File: config.mk
export PLATFORM = sky130hd
export DESIGN_NAME = alien_draw_arbiter_flat
export DESIGN_NICKNAME = d
export VERILOG_FILES = /design/src/rtl/alien_draw_arbiter_if.sv /design/src/rtl/alien_draw_arbiter.sv /design/src/flat_wrapper.sv
export SDC_FILE = /design/constraint.sdc
export NUM_CORES = 1
export LEC_CHECK = 0
export ABC_AREA = 1
export BUFFER_PORTS_ARGS = -buffer_cell sky130_fd_sc_hd__buf_4
export CORE_MARGIN = 2
export CORE_UTILIZATION = 34
export CTS_CLUSTER_DIAMETER = 100
export DETAILED_ROUTE_END_ITERATION = 7
export MAX_ROUTING_LAYER = met4
export PLACE_DENSITY = 0.57
export SLEW_MARGIN = 15
export SYNTH_ARGS = -nofsm -noshare
export SYNTH_HDL_FRONTEND = slang
export SYNTH_SLANG_ARGS = --single-unit
File: constraint.sdc
create_clock -name clk -period 8.38 [get_ports clk]
set_input_delay 0.838 -clock clk [delete_from_list [all_inputs] [get_ports clk]]
set_output_delay 0.838 -clock clk [all_outputs]
set_load 0.01 [all_outputs]
File: src/rtl/alien_draw_arbiter_if.sv
// VGA adapter write port: one pixel per cycle while plot is high.
interface alien_draw_arbiter_if;
  logic [7:0] vga_x;
  logic [6:0] vga_y;
  logic [2:0] vga_colour;
  logic       plot;

  modport master (output vga_x, vga_y, vga_colour, plot);
  modport slave  (input  vga_x, vga_y, vga_colour, plot);
endinterface

File: src/rtl/alien_draw_arbiter.sv
// Round-robin owner of the VGA write port: for each moved alien, erase the old sprite box
// and paint the new one, one pixel per cycle.
module alien_draw_arbiter #(
  parameter int unsigned N_ALIEN    = 4,
  parameter int unsigned SPR_W      = 4,
  parameter int unsigned SPR_H      = 4,
  parameter logic [2:0]  SPR_COLOUR = 3'b010,
  parameter logic [2:0]  BG_COLOUR  = 3'b000
) (
  input  logic                   clk,
  input  logic                   resetn,
  input  logic [8*N_ALIEN-1:0]   pos_x,
  input  logic [7*N_ALIEN-1:0]   pos_y,
  alien_draw_arbiter_if.master   vga,
  output logic                   busy,
  output logic [N_ALIEN-1:0]     grant
);

  localparam int unsigned IdxW = $clog2(N_ALIEN);

  typedef enum logic [1:0] {StIdle, StErase, StDraw, StDone} state_e;

  state_e            state_q;
  logic [IdxW-1:0]   last_grant_q;
  logic [IdxW-1:0]   sel_q;
  logic [7:0]        snap_x_q;
  logic [6:0]        snap_y_q;
  logic [2:0]        col_q;
  logic [2:0]        row_q;
  logic [7:0]        drawn_x_q [N_ALIEN];
  logic [6:0]        drawn_y_q [N_ALIEN];
  logic [N_ALIEN-1:0] drawn_valid_q;

  logic [N_ALIEN-1:0] pending;
  logic               found;
  logic [IdxW-1:0]    pick;
  int unsigned        idx;

  always_comb begin
    pending = '0;
    for (int i = 0; i < N_ALIEN; i++) begin
      pending[i] = !drawn_valid_q[i] || (pos_x[8*i +: 8] != drawn_x_q[i]) ||
                   (pos_y[7*i +: 7] != drawn_y_q[i]);
    end
  end

  // First pending alien after the previous owner, wrapping around.
  always_comb begin
    found = 1'b0;
    pick  = '0;
    idx   = 0;
    for (int unsigned k = 1; k <= N_ALIEN; k++) begin
      idx = (32'(last_grant_q) + k) % N_ALIEN;
      if (!found && pending[IdxW'(idx)]) begin
        found = 1'b1;
        pick  = IdxW'(idx);
      end
    end
  end

  logic [7:0] base_x;
  logic [6:0] base_y;
  logic [8:0] pix_x;
  logic [7:0] pix_y;
  logic       on_screen;
  logic       last_col;
  logic       last_row;

  always_comb begin
    base_x    = (state_q == StErase) ? drawn_x_q[sel_q] : snap_x_q;
    base_y    = (state_q == StErase) ? drawn_y_q[sel_q] : snap_y_q;
    pix_x     = {1'b0, base_x} + 9'(col_q);
    pix_y     = {1'b0, base_y} + 8'(row_q);
    on_screen = (pix_x < 9'd160) && (pix_y < 8'd120);
    last_col  = (col_q == 3'(SPR_W - 1));
    last_row  = (row_q == 3'(SPR_H - 1));
  end

  always_ff @(posedge clk) begin
    if (!resetn) begin
      state_q        <= StIdle;
      vga.plot       <= 1'b0;
      vga.vga_x      <= '0;
      vga.vga_y      <= '0;
      vga.vga_colour <= BG_COLOUR;
      busy           <= 1'b0;
      grant          <= '0;
      drawn_valid_q  <= '0;
      last_grant_q   <= IdxW'(N_ALIEN - 1);
      sel_q          <= '0;
      snap_x_q       <= '0;
      snap_y_q       <= '0;
      col_q          <= '0;
      row_q          <= '0;
    end else begin
      unique case (state_q)
        StIdle: begin
          vga.plot <= 1'b0;
          if (found) begin
            sel_q    <= pick;
            grant    <= N_ALIEN'(1) << pick;
            snap_x_q <= pos_x[8*pick +: 8];
            snap_y_q <= pos_y[7*pick +: 7];
            col_q    <= '0;
            row_q    <= '0;
            busy     <= 1'b1;
            state_q  <= drawn_valid_q[pick] ? StErase : StDraw;
          end
        end
        StErase, StDraw: begin
          // Off-screen pixels still consume a cycle so every pass has the same length.
          vga.plot       <= on_screen;
          vga.vga_x      <= pix_x[7:0];
          vga.vga_y      <= pix_y[6:0];
          vga.vga_colour <= (state_q == StErase) ? BG_COLOUR : SPR_COLOUR;
          if (last_col) begin
            col_q <= '0;
            if (last_row) begin
              row_q   <= '0;
              state_q <= (state_q == StErase) ? StDraw : StDone;
            end else begin
              row_q <= row_q + 3'd1;
            end
          end else begin
            col_q <= col_q + 3'd1;
          end
        end
        StDone: begin
          vga.plot             <= 1'b0;
          drawn_x_q[sel_q]     <= snap_x_q;
          drawn_y_q[sel_q]     <= snap_y_q;
          drawn_valid_q[sel_q] <= 1'b1;
          last_grant_q         <= sel_q;
          grant                <= '0;
          busy                 <= 1'b0;
          state_q              <= StIdle;
        end
        default: state_q <= StIdle;
      endcase
    end
  end

endmodule
File: src/flat_wrapper.sv
// flat-port wrapper written by rule: the top's interface ports become plain ports
module alien_draw_arbiter_flat 
#(
  parameter int unsigned N_ALIEN    = 4,
  parameter int unsigned SPR_W      = 4,
  parameter int unsigned SPR_H      = 4,
  parameter logic [2:0]  SPR_COLOUR = 3'b010,
  parameter logic [2:0]  BG_COLOUR  = 3'b000
)
  (clk, resetn, pos_x, pos_y, busy, grant, vga_vga_x, vga_vga_y, vga_vga_colour, vga_plot);
  alien_draw_arbiter_if vga_i ();
  input  logic clk;
  input  logic resetn;
  input  logic [8*N_ALIEN-1:0] pos_x;
  input  logic [7*N_ALIEN-1:0] pos_y;
  output logic busy;
  output logic [N_ALIEN-1:0] grant;
  output wire logic [$bits(vga_i.vga_x)-1:0] vga_vga_x;
  output wire logic [$bits(vga_i.vga_y)-1:0] vga_vga_y;
  output wire logic [$bits(vga_i.vga_colour)-1:0] vga_vga_colour;
  output wire logic [$bits(vga_i.plot)-1:0] vga_plot;
  assign vga_vga_x = vga_i.vga_x;
  assign vga_vga_y = vga_i.vga_y;
  assign vga_vga_colour = vga_i.vga_colour;
  assign vga_plot = vga_i.plot;
  alien_draw_arbiter #(.N_ALIEN(N_ALIEN), .SPR_W(SPR_W), .SPR_H(SPR_H), .SPR_COLOUR(SPR_COLOUR), .BG_COLOUR(BG_COLOUR)) u_core (.clk(clk), .resetn(resetn), .pos_x(pos_x), .pos_y(pos_y), .vga(vga_i), .busy(busy), .grant(grant));
endmodule
==> results of run 1 <==
[power groups by stage]
stage	logic [W]	registers, W	clock network [W]
3_3_place_gp	0.000890	0.000829	0
4_1_cts	0.000900	0.000821	0.000785
2_1_floorplan	0.000595	0.000813	0
6_report	0.000902	0.000821	0.000781
3_5_place_dp	0.000896	0.000831	0
5_1_grt	0.00101	0.000837	0.000813
[final cells by class]
cell class,instances,share of cell area
multi-input cells,639,0.376
well taps,265,0.0401
inverters,167,0.0761
clock buffers,19,0.0524
repair buffers,90,0.0817
clock inverters,13,0.0228
flip-flops and latches,115,0.351
[layer usage]
layer | global-route usage | part of all wire
met1 | 0.293 | 0.44
met3 | 0.0420 | 0.075
met2 | 0.331 | 0.45
met4 | 0.0951 | 0.033
met5 | - | 0
[through the flow]
| step | utilization | setup WS (ps) | total power [W] |
|---|---|---|---|
| after floorplan | - | 5410 | 0.00141 |
| after global placement | 0.390 | 4680 | 0.00172 |
| after detailed placement | 0.390 | 4600 | 0.00173 |
| after CTS | 0.422 | 4590 | 0.00251 |
| after global routing | 0.422 | 4360 | 0.00266 |
| final | 0.422 | 4550 | 0.00250 |
[cell families (layout without fill, tap and decap cells)]
kind of cell,Yosys count,in the layout,synth area share
AND/OR/NAND/NOR,419,419,0.254
flip-flops,115,115,0.425
XOR/XNOR,13,13,0.0167
AO/OA/AOI/OAI,191,191,0.156
adder cells (fa/ha/maj),14,14,0.0278
buffers and inverters,199,289,0.120
other,1,2,0.000549
[cells in the mapped netlist]
| library cell | count |
|---|---|
| clkinv_1 | 3 |
| nand3_1 | 37 |
| clkbuf_1 | 17 |
| a21oi_2 | 3 |
| inv_2 | 9 |
| o21ai_1 | 24 |
| nand4_1 | 6 |
| nand2_4 | 4 |
| a211oi_1 | 4 |
| nor3_2 | 1 |
| dfxtp_1 | 55 |
| nor2_2 | 5 |
| ha_1 | 12 |
| o211a_1 | 1 |
| a31oi_1 | 7 |
| nor3_1 | 1 |
| xor2_1 | 8 |
| o21ai_0 | 70 |
| buf_4 | 4 |
| fa_1 | 2 |
| o21bai_1 | 1 |
| nor2_1 | 98 |
| buf_6 | 7 |
| buf_2 | 4 |
| xnor2_1 | 5 |
| nand3_2 | 2 |
| nand2_1 | 256 |
| a21oi_1 | 53 |
| inv_1 | 154 |
| nor2_4 | 3 |
| o22ai_1 | 1 |
| edfxtp_1 | 60 |
| nand2_2 | 6 |
| o211ai_1 | 27 |
| inv_4 | 1 |
| conb_1 | 1 |
[worst register-to-register path, stage by stage, from the launching register on]
cell and delay (ps):
dfxtp_1 940, inv_1 560, a21oi_1 240, o21ai_0 120, nand2_1 90, nand2_1 40, o21ai_0 200, inv_1 120
fa_1 450, o21bai_1 320, nand2_1 120, xnor2_1 230, nand4_1 130, nand4_1 110, a21oi_1 60
[sequential cells by signal (all words and copies together), names as in the netlist, named ones only]
signal                 cells
u_core.drawn_x_q          32
u_core.drawn_y_q          28
u_core.snap_x_q            8
u_core.vga.vga_x           8
u_core.snap_y_q            7
u_core.vga.vga_y           7
u_core.drawn_valid_q       4
u_core.grant               4
u_core.col_q               3
u_core.row_q               3
u_core.last_grant_q        2
u_core.sel_q               2
u_core.state_q             2
u_core.busy                1
u_core.vga.plot            1
u_core.vga.vga_colour      1
[final timing paths]
check                                      from         endpoint  slack (ps)
worst max-delay path                  flip-flop  u_core.vga.plot        4550
worst min-delay path            u_core.col_q[2]  u_core.col_q[2]         450
worst max register to register        flip-flop  u_core.vga.plot        4550
worst min register to register  u_core.col_q[2]  u_core.col_q[2]         450
==> impl_metrics.json, run 1 <==
{
  "status": "complete, no violations",
  "power.internal_w": 0.00155,
  "worst_pin_slew_ps": 1060,
  "fin_skew_ps": 16.8,
  "cts_root_buffer": "clkbuf_16",
  "critPathSlowestCell": "dfxtp_1",
  "routed_wl_um": 22700,
  "ios": 86,
  "antenna_found_initial": 0,
  "area_growth_pct": 21.1,
  "syn_inst": 952,
  "pwr-share-clk": 0.312,
  "p_switching_w": 0.000958,
  "crit_required_ps": 8690,
  "cpPeakStageDelay_ps": 940,
  "wl_per_cell_um": 17.4,
  "grt_overflow": 0,
  "via_per_inst": 4.95,
  "port-buffer-count": 83,
  "tritoncts": "done",
  "fmax_ghz": 0.261,
  "die_w_um": 146,
  "postSynthAreaPerCell_um2": 7.17,
  "cts_resized": 0,
  "final_common_cell": "nand2_1",
  "clockBufferDepth": 2,
  "setup.worst_path.start_class": "flip-flop",
  "grt_pass1_vias": 6033,
  "cp_num_buf_inv": 2,
  "cp_cell_sequence": "inv_1 > a21oi_1 > o21ai_0 > nand2_1 > nand2_1 > o21ai_0 > inv_1 > fa_1 > o21bai_1 > nand2_1 > xnor2_1 > nand4_1 > nand4_1 > a21oi_1",
  "antenna_cells": 0,
  "whs_path_depth": 2,
  "multi_input_area_mm2": 0.00311,
  "final_area_mm2": 0.00827,
  "rsz0062_at_grt": "false",
  "crit_fanout": 18,
  "synth.largest_area_cell": "edfxtp_1",
  "gp_congestion": 0.929,
  "fillers": 2051,
  "cts.sinks": 115,
  "max_slew_margin": 0.289,
  "r2r_cells": 14,
  "crit_family": "compound AO/OA/AOI/OAI gates",
  "final_cell_mix": "256 x nand2_1, 154 x inv_1, 98 x nor2_1",
  "path_depth": 14,
  "row_count": 51,
  "fin_tns_setup_ps": 0,
  "vias": 6472,
  "post_cts_buffers": 0,
  "p_seq_frac": 0.328,
  "dp_cells": 1276,
  "gr-usage-all-layers": 0.221,
  "core_area_mm2": 0.0196,
  "drc": 0,
  "first_pass_iters": 5,
  "critical_path_class": "flip-flop to flip-flop",
  "ctsHtreeMaxLevel": 4,
  "placed_area_mm2": 0.00765,
  "power_per_cell_area_mw_per_mm2": 303,
  "numCtsBuffers": 17,
  "arrival_ps": 4140,
  "die-area_mm2": 0.0212,
  "min_path_type": "flip-flop to flip-flop",
  "netlist_top_cells_area": "edfxtp_1 26%, dfxtp_1 16%, nand2_1 14%",
  "maxSlewViolCount": 0,
  "hold_ws_ps": 452,
  "finalNonFillerCells": 1308,
  "drt_iter0_drc": 600,
  "grt_start_max_net_pins": 56,
  "end_kind": "flip-flop",
  "die_h_um": 146,
  "seqCellArea_mm2": 0.00290,
  "post-route-min-period_ps": 3830,
  "post-route-period-util": 0.458,
  "yosysWarningCount": 0,
  "peakVddDrop_mv": 0.181,
  "clk_latency_ps": 430,
  "synth_top_area_share": 0.264,
  "leakagePower_nw": 3.97,
  "ys_ff_latch": 115,
  "maxCapViolations": 0,
  "hold_buffers": 0,
  "layout-drive-gt1-share": 0.144,
  "p_sw_frac": 0.382,
  "setup_viol_count_final": 0,
  "ant_nets": 0,
  "crit_top_cell": "nand2_1",
  "dp_hpwl_um": 16400,
  "ys_seq_area_frac": 0.425,
  "clk_pin_slew_ps": 60,
  "hold_viol": 0,
  "grt_first_pass_wirelength_um": 34400,
  "synthDistinctLibCells": 36,
  "nets": 1106,
  "start_util": 0.349,
  "comb_power_share": 0.360,
  "synth_area_mm2": 0.00683
}
(Power assumes the default switching activity.)
==> run 2: changes to the inputs <==
- ABC_AREA: 1 -> 0
- PLACE_DENSITY: 0.57 -> 0.59
- clock period: 8.38 -> 3.1 ns (I/O delays scaled with it)
==> run 2 against run 1 <==
Net effect: sequential power is 140% higher; clock-buffer cell count is 2 lower; design area is 6.3% lower; sequential share of layout area is 2.4 points higher; first-iteration DRC count is 39% lower; cell count is 34% lower; utilization is 2.4 points higher; synthesized cell count is 46% lower; critical endpoint is now u_core.state_q[1]; routed wire length is 21% lower; worst setup slack worse by 4500 ps.
==> impl_metrics.json, run 2 <==
{
  "worst_pin_slew_ps": 687,
  "hold_viol": 0,
  "layout-drive-gt1-share": 0.280,
  "crit_fanout": 7,
  "critical_path_class": "flip-flop to flip-flop",
  "post-synth-top-count-cell": "xnor2_1",
  "port-buffer-count": 83,
  "fin_tns_setup_ps": 0,
  "antenna_cells": 0,
  "synth.largest_area_cell": "edfxtp_1",
  "post-route-period-util": 0.986,
  "synth_common_cells": "67 x xnor2_1, 60 x edfxtp_1, 56 x mux2i_1",
  "critPathSlowestCell": "or4_1",
  "core_area_mm2": 0.0174,
  "end_kind": "flip-flop",
  "ys_seq_area_frac": 0.478,
  "start_util": 0.350,
  "crit_required_ps": 3420,
  "largest_reg_flops": 32,
  "ios": 86,
  "grt_first_pass_wirelength_um": 27000,
  "cpPeakStageDelay_ps": 620,
  "max_slew_margin": 0.537,
  "routed_wl_um": 17900,
  "grt_start_max_net_pins": 19,
  "syn_inst": 517,
  "maxSlewViolCount": 0,
  "crit_family": "simple AND/OR/NAND/NOR gates",
  "power_per_cell_area_mw_per_mm2": 690,
  "die-area_mm2": 0.0190,
  "setup.worst_path.start_class": "flip-flop",
  "netlist_top_cells_area": "edfxtp_1 30%, dfxtp_1 18%, xnor2_1 9.7%",
  "post-route-min-period_ps": 3060,
  "status": "complete, no violations",
  "ant_nets": 0,
  "clk_latency_ps": 410,
  "fillers": 1595,
  "clockBufferDepth": 2,
  "largest-register": "u_core.drawn_x_q",
  "synth_top_area_share": 0.297,
  "leakagePower_nw": 3.19,
  "antenna_found_initial": 0,
  "final_cell_mix": "104 x buf_4, 67 x xnor2_1, 60 x edfxtp_1",
  "tritoncts": "done",
  "seqCellArea_mm2": 0.00290,
  "cp_cell_sequence": "xnor2_1 > nand4_1 > or4_1 > or2_1 > or4_4 > nand3_2 > mux2_1 > o31ai_1",
  "finalNonFillerCells": 857,
  "ys_ff_latch": 115,
  "first_pass_iters": 5,
  "hold_ws_ps": 177,
  "numCtsBuffers": 17,
  "fin_skew_ps": 5.88,
  "cts.sinks": 115,
  "multi_input_area_mm2": 0.00301,
  "clk_pin_slew_ps": 60,
  "synthDistinctLibCells": 55,
  "yosysWarningCount": 0,
  "grt_pass1_vias": 4664,
  "hold_buffers": 0,
  "reg_top3": "u_core.drawn_x_q (32), u_core.drawn_y_q (28)",
  "final_common_cell": "buf_4",
  "cts_root_buffer": "clkbuf_16",
  "wl_per_cell_um": 20.9,
  "min_path_type": "input port to flip-flop",
  "gp_congestion": 0.909,
  "die_h_um": 138,
  "fmax_ghz": 0.327,
  "synth_ff_type": "edfxtp_1",
  "ctsHtreeMaxLevel": 4,
  "arrival_ps": 3370,
  "cp_num_buf_inv": 0,
  "vias": 4630,
  "grt_overflow": 0,
  "gr-usage-all-layers": 0.204,
  "dp_hpwl_um": 13600,
  "die_w_um": 138,
  "drc": 0,
  "synth_area_mm2": 0.00608,
  "peakVddDrop_mv": 0.394,
  "via_per_inst": 5.40,
  "dp_cells": 821,
  "nets": 695,
  "drt_iter0_drc": 364,
  "setup_viol_count_final": 0,
  "power.total_w": 0.00534,
  "maxCapViolations": 0,
  "rsz0062_at_grt": "false",
  "row_count": 48,
  "area_growth_pct": 27.5,
  "synth_edf_count": 60,
  "async_flop_share": 0,
  "postSynthAreaPerCell_um2": 11.8
}
-- run 2: worst paths after layout --
kind                           from                      to  slack, ps  depth (start not counted)
max reg2reg  u_core.drawn_y_q[2][1]       u_core.state_q[1]         40                          8
min                          resetn  u_core.last_grant_q[1]        180                          2
max          u_core.drawn_y_q[2][1]       u_core.state_q[1]         40                          8
min reg2reg         u_core.col_q[2]         u_core.col_q[2]        460                          2
-- run 2: report_power, final --
part / switching [W] / internal (W)
sequential: 0.000147 / 0.00180
combinational: 0.000708 / 0.000596
clock: 0.000739 / 0.00135
total: 0.00159 / 0.00375
-- run 2: per-layer routing --
| layer | track usage | up-vias | share of wire |
|---|---|---|---|
| li1 | - | 2129 | - |
| met5 | - | - | 0 |
| met3 | 0.0442 | 41 | 0.069 |
| met2 | 0.325 | 203 | 0.48 |
| met4 | 0.0773 | 0 | 0.028 |
| met1 | 0.254 | 2257 | 0.43 |
-- run 2: cells by family (layout without fill, tap and decap cells) --
family                     after synthesis  count (layout)  synth area share
xor gates and xnor gates                70              70             0.101
adders and majority gates               14              14            0.0313
other                                    1               2          0.000617
buffers and inverters                   41             155            0.0323
DFF                                    115             115             0.478
AOI/OAI and AO/OA                       76              76            0.0883
and+or+nand+nor                        122             122             0.107
muxes                                   78              78             0.161
-- run 2: layout make-up --
class                      instances  share of cell area
sequential                       115               0.375
timing repair buffer             108               0.111
inverter                          15             0.00727
clock buffer                      17              0.0549
tap                              225              0.0363
multi-input combinational        362               0.389
clock inverter                    15              0.0267
-- run 2: timing repair --
item                                    in CTS  in global routing
endpoints found under the setup margin       0                 14
resized for setup                            0                  4
buffers inserted                             0                  4
-- run 2: metrics by stage --
step / area, um2 / util / worst slack, ps
global route: 7750 / 0.446 / 35.8
detailed placement: 7060 / 0.407 / 80.9
global placement: 7060 / 0.407 / 87.2
floorplan: 6080 / - / 9.02
finish: 7750 / 0.446 / 43.8
CTS: 7690 / 0.443 / 45.4
==> run 3: changes to the inputs <==
- SETUP_SLACK_MARGIN: default -> 0.05
==> run 3 against run 2 <==
Net effect: worst setup slack improved by 110 ps; via count fell by 0.60%; worst hold slack improved by 11 ps; die area did not move; critical path type unchanged; power fell by 4.1%; largest cell class unchanged.
==> impl_metrics.json, run 3 (synthesis gave the netlist of run 2 again) <==
{
  "status": "complete, no violations",
  "gp_congestion": 0.975,
  "gr-usage-all-layers": 0.207,
  "drc": 0,
  "maxCapViolations": 0,
  "numCtsBuffers": 17,
  "via_per_inst": 5.36,
  "grt_first_pass_wirelength_um": 27300,
  "dp_cells": 826,
  "final_common_cell": "buf_4",
  "die-area_mm2": 0.0190,
  "nets": 696,
  "port-buffer-count": 83,
  "die_w_um": 138,
  "largest_reg_flops": 32,
  "final_cell_mix": "105 x buf_4, 66 x xnor2_1, 60 x edfxtp_1",
  "row_count": 48,
  "power_per_cell_area_mw_per_mm2": 666,
  "first_pass_iters": 5,
  "crit_top_cell": "or4_4",
  "rsz0062_at_grt": "false",
  "start_util": 0.350,
  "antenna_cells": 0,
  "arrival_ps": 3270,
  "tritoncts": "done",
  "crit_fanout": 7,
  "largest-register": "u_core.drawn_x_q",
  "ctsHtreeMaxLevel": 4,
  "layout-drive-gt1-share": 0.280,
  "crit_required_ps": 3420,
  "area_growth_pct": 26.7,
  "peakVddDrop_mv": 0.396,
  "reg_top3": "u_core.drawn_x_q (32), u_core.drawn_y_q (28)",
  "dp_hpwl_um": 13800,
  "drt_iter0_drc": 332,
  "routed_wl_um": 18000,
  "critical_path_class": "flip-flop to flip-flop",
  "end_kind": "flip-flop",
  "seqCellArea_mm2": 0.00291,
  "startpoint": "u_core.drawn_x_q[3][1]",
  "fin_skew_ps": 8.00,
  "min_path_type": "input port to flip-flop",
  "critPathSlowestCell": "or4_4",
  "hold_buffers": 0,
  "r2r-start": "u_core.drawn_x_q[3][1]",
  "leakagePower_nw": 3.19,
  "post-route-min-period_ps": 2940,
  "grt_pass1_vias": 4707,
  "multi_input_area_mm2": 0.00302,
  "grt_start_max_net_pins": 29,
  "maxSlewViolCount": 0,
  "wl_per_cell_um": 21.0,
  "ios": 86,
  "cts_root_buffer": "clkbuf_16",
  "fillers": 1626,
  "setup_viol_count_final": 0,
  "finalNonFillerCells": 858,
  "worst_pin_slew_ps": 584,
  "cts.sinks": 115,
  "max_slew_margin": 0.599,
  "ant_nets": 0,
  "cp_num_buf_inv": 0,
  "setup.worst_path.start_class": "flip-flop",
  "core_area_mm2": 0.0174,
  "fmax_ghz": 0.340,
  "grt_overflow": 0,
  "die_h_um": 138,
  "hold_viol": 0,
  "post-route-period-util": 0.949,
  "cpPeakStageDelay_ps": 550,
  "clockBufferDepth": 2,
  "vias": 4602,
  "antenna_found_initial": 0,
  "clk_latency_ps": 420,
  "hp-start": "resetn",
  "fin_tns_setup_ps": 0,
  "crit_family": "simple AND/OR/NAND/NOR gates",
  "clk_pin_slew_ps": 60,
  "cp_cell_sequence": "xnor2_1 > nand4_1 > or4_4 > or2_1 > or4_4 > nand3_2 > mux2_1 > o31ai_1"
}
-- run 3: timing repair --
item | in CTS | in global routing
setup endpoints to repair | 0 | 4
gates resized for setup | 0 | 7
setup buffers | 0 | 0
-- run 3: through the flow --
| stage | cell area, um2 | setup WS (ps) | total power [W] | hold WS [ps] | util |
|---|---|---|---|---|---|
| 6_report | 7700 | 157 | 0.00513 | 188 | 0.444 |
| 3_5_place_dp | 7110 | 94.6 | 0.00330 | 452 | 0.410 |
| 3_3_place_gp | 7110 | 217 | 0.00326 | 442 | 0.410 |
| 4_1_cts | 7680 | 76.1 | 0.00517 | 163 | 0.442 |
| 5_1_grt | 7700 | 59.3 | 0.00537 | 181 | 0.444 |
| 2_1_floorplan | 6080 | 110 | 0.00277 | 426 | - |
-- run 3: path summary, 6_finish.rpt --
check	end	slack, ps	cells past startpoint
worst min register to register	u_core.grant[1]	450	2
worst min-delay path	u_core.last_grant_q[1]	190	2
worst max register to register	u_core.state_q[1]	160	8
worst max-delay path	u_core.state_q[1]	160	8
-- run 3: power breakdown --
part	internal (W)	total, W	leakage [nW]	switching (W)
Sequential	0.00181	0.00195	1.00	0.000148
Clock	0.00119	0.00185	0.285	0.000662
Combinational	0.000608	0.00132	1.90	0.000711
-- run 3: final cells by class --
class                      count  share of cell area
clock buffer                  28              0.0712
timing repair buffer         109               0.113
inverter                      15             0.00731
multi-input combinational    362               0.392
tap                          225              0.0366
clock inverter                 4             0.00260
sequential                   115               0.377
-- run 3: routing by layer --
metal / share of wire / track usage / vias to the layer above
met5: 0 / - / -
met4: 0.032 / 0.0888 / 0
met3: 0.063 / 0.0438 / 32
met2: 0.48 / 0.333 / 183
met1: 0.43 / 0.252 / 2254
li1: - / - / 2133
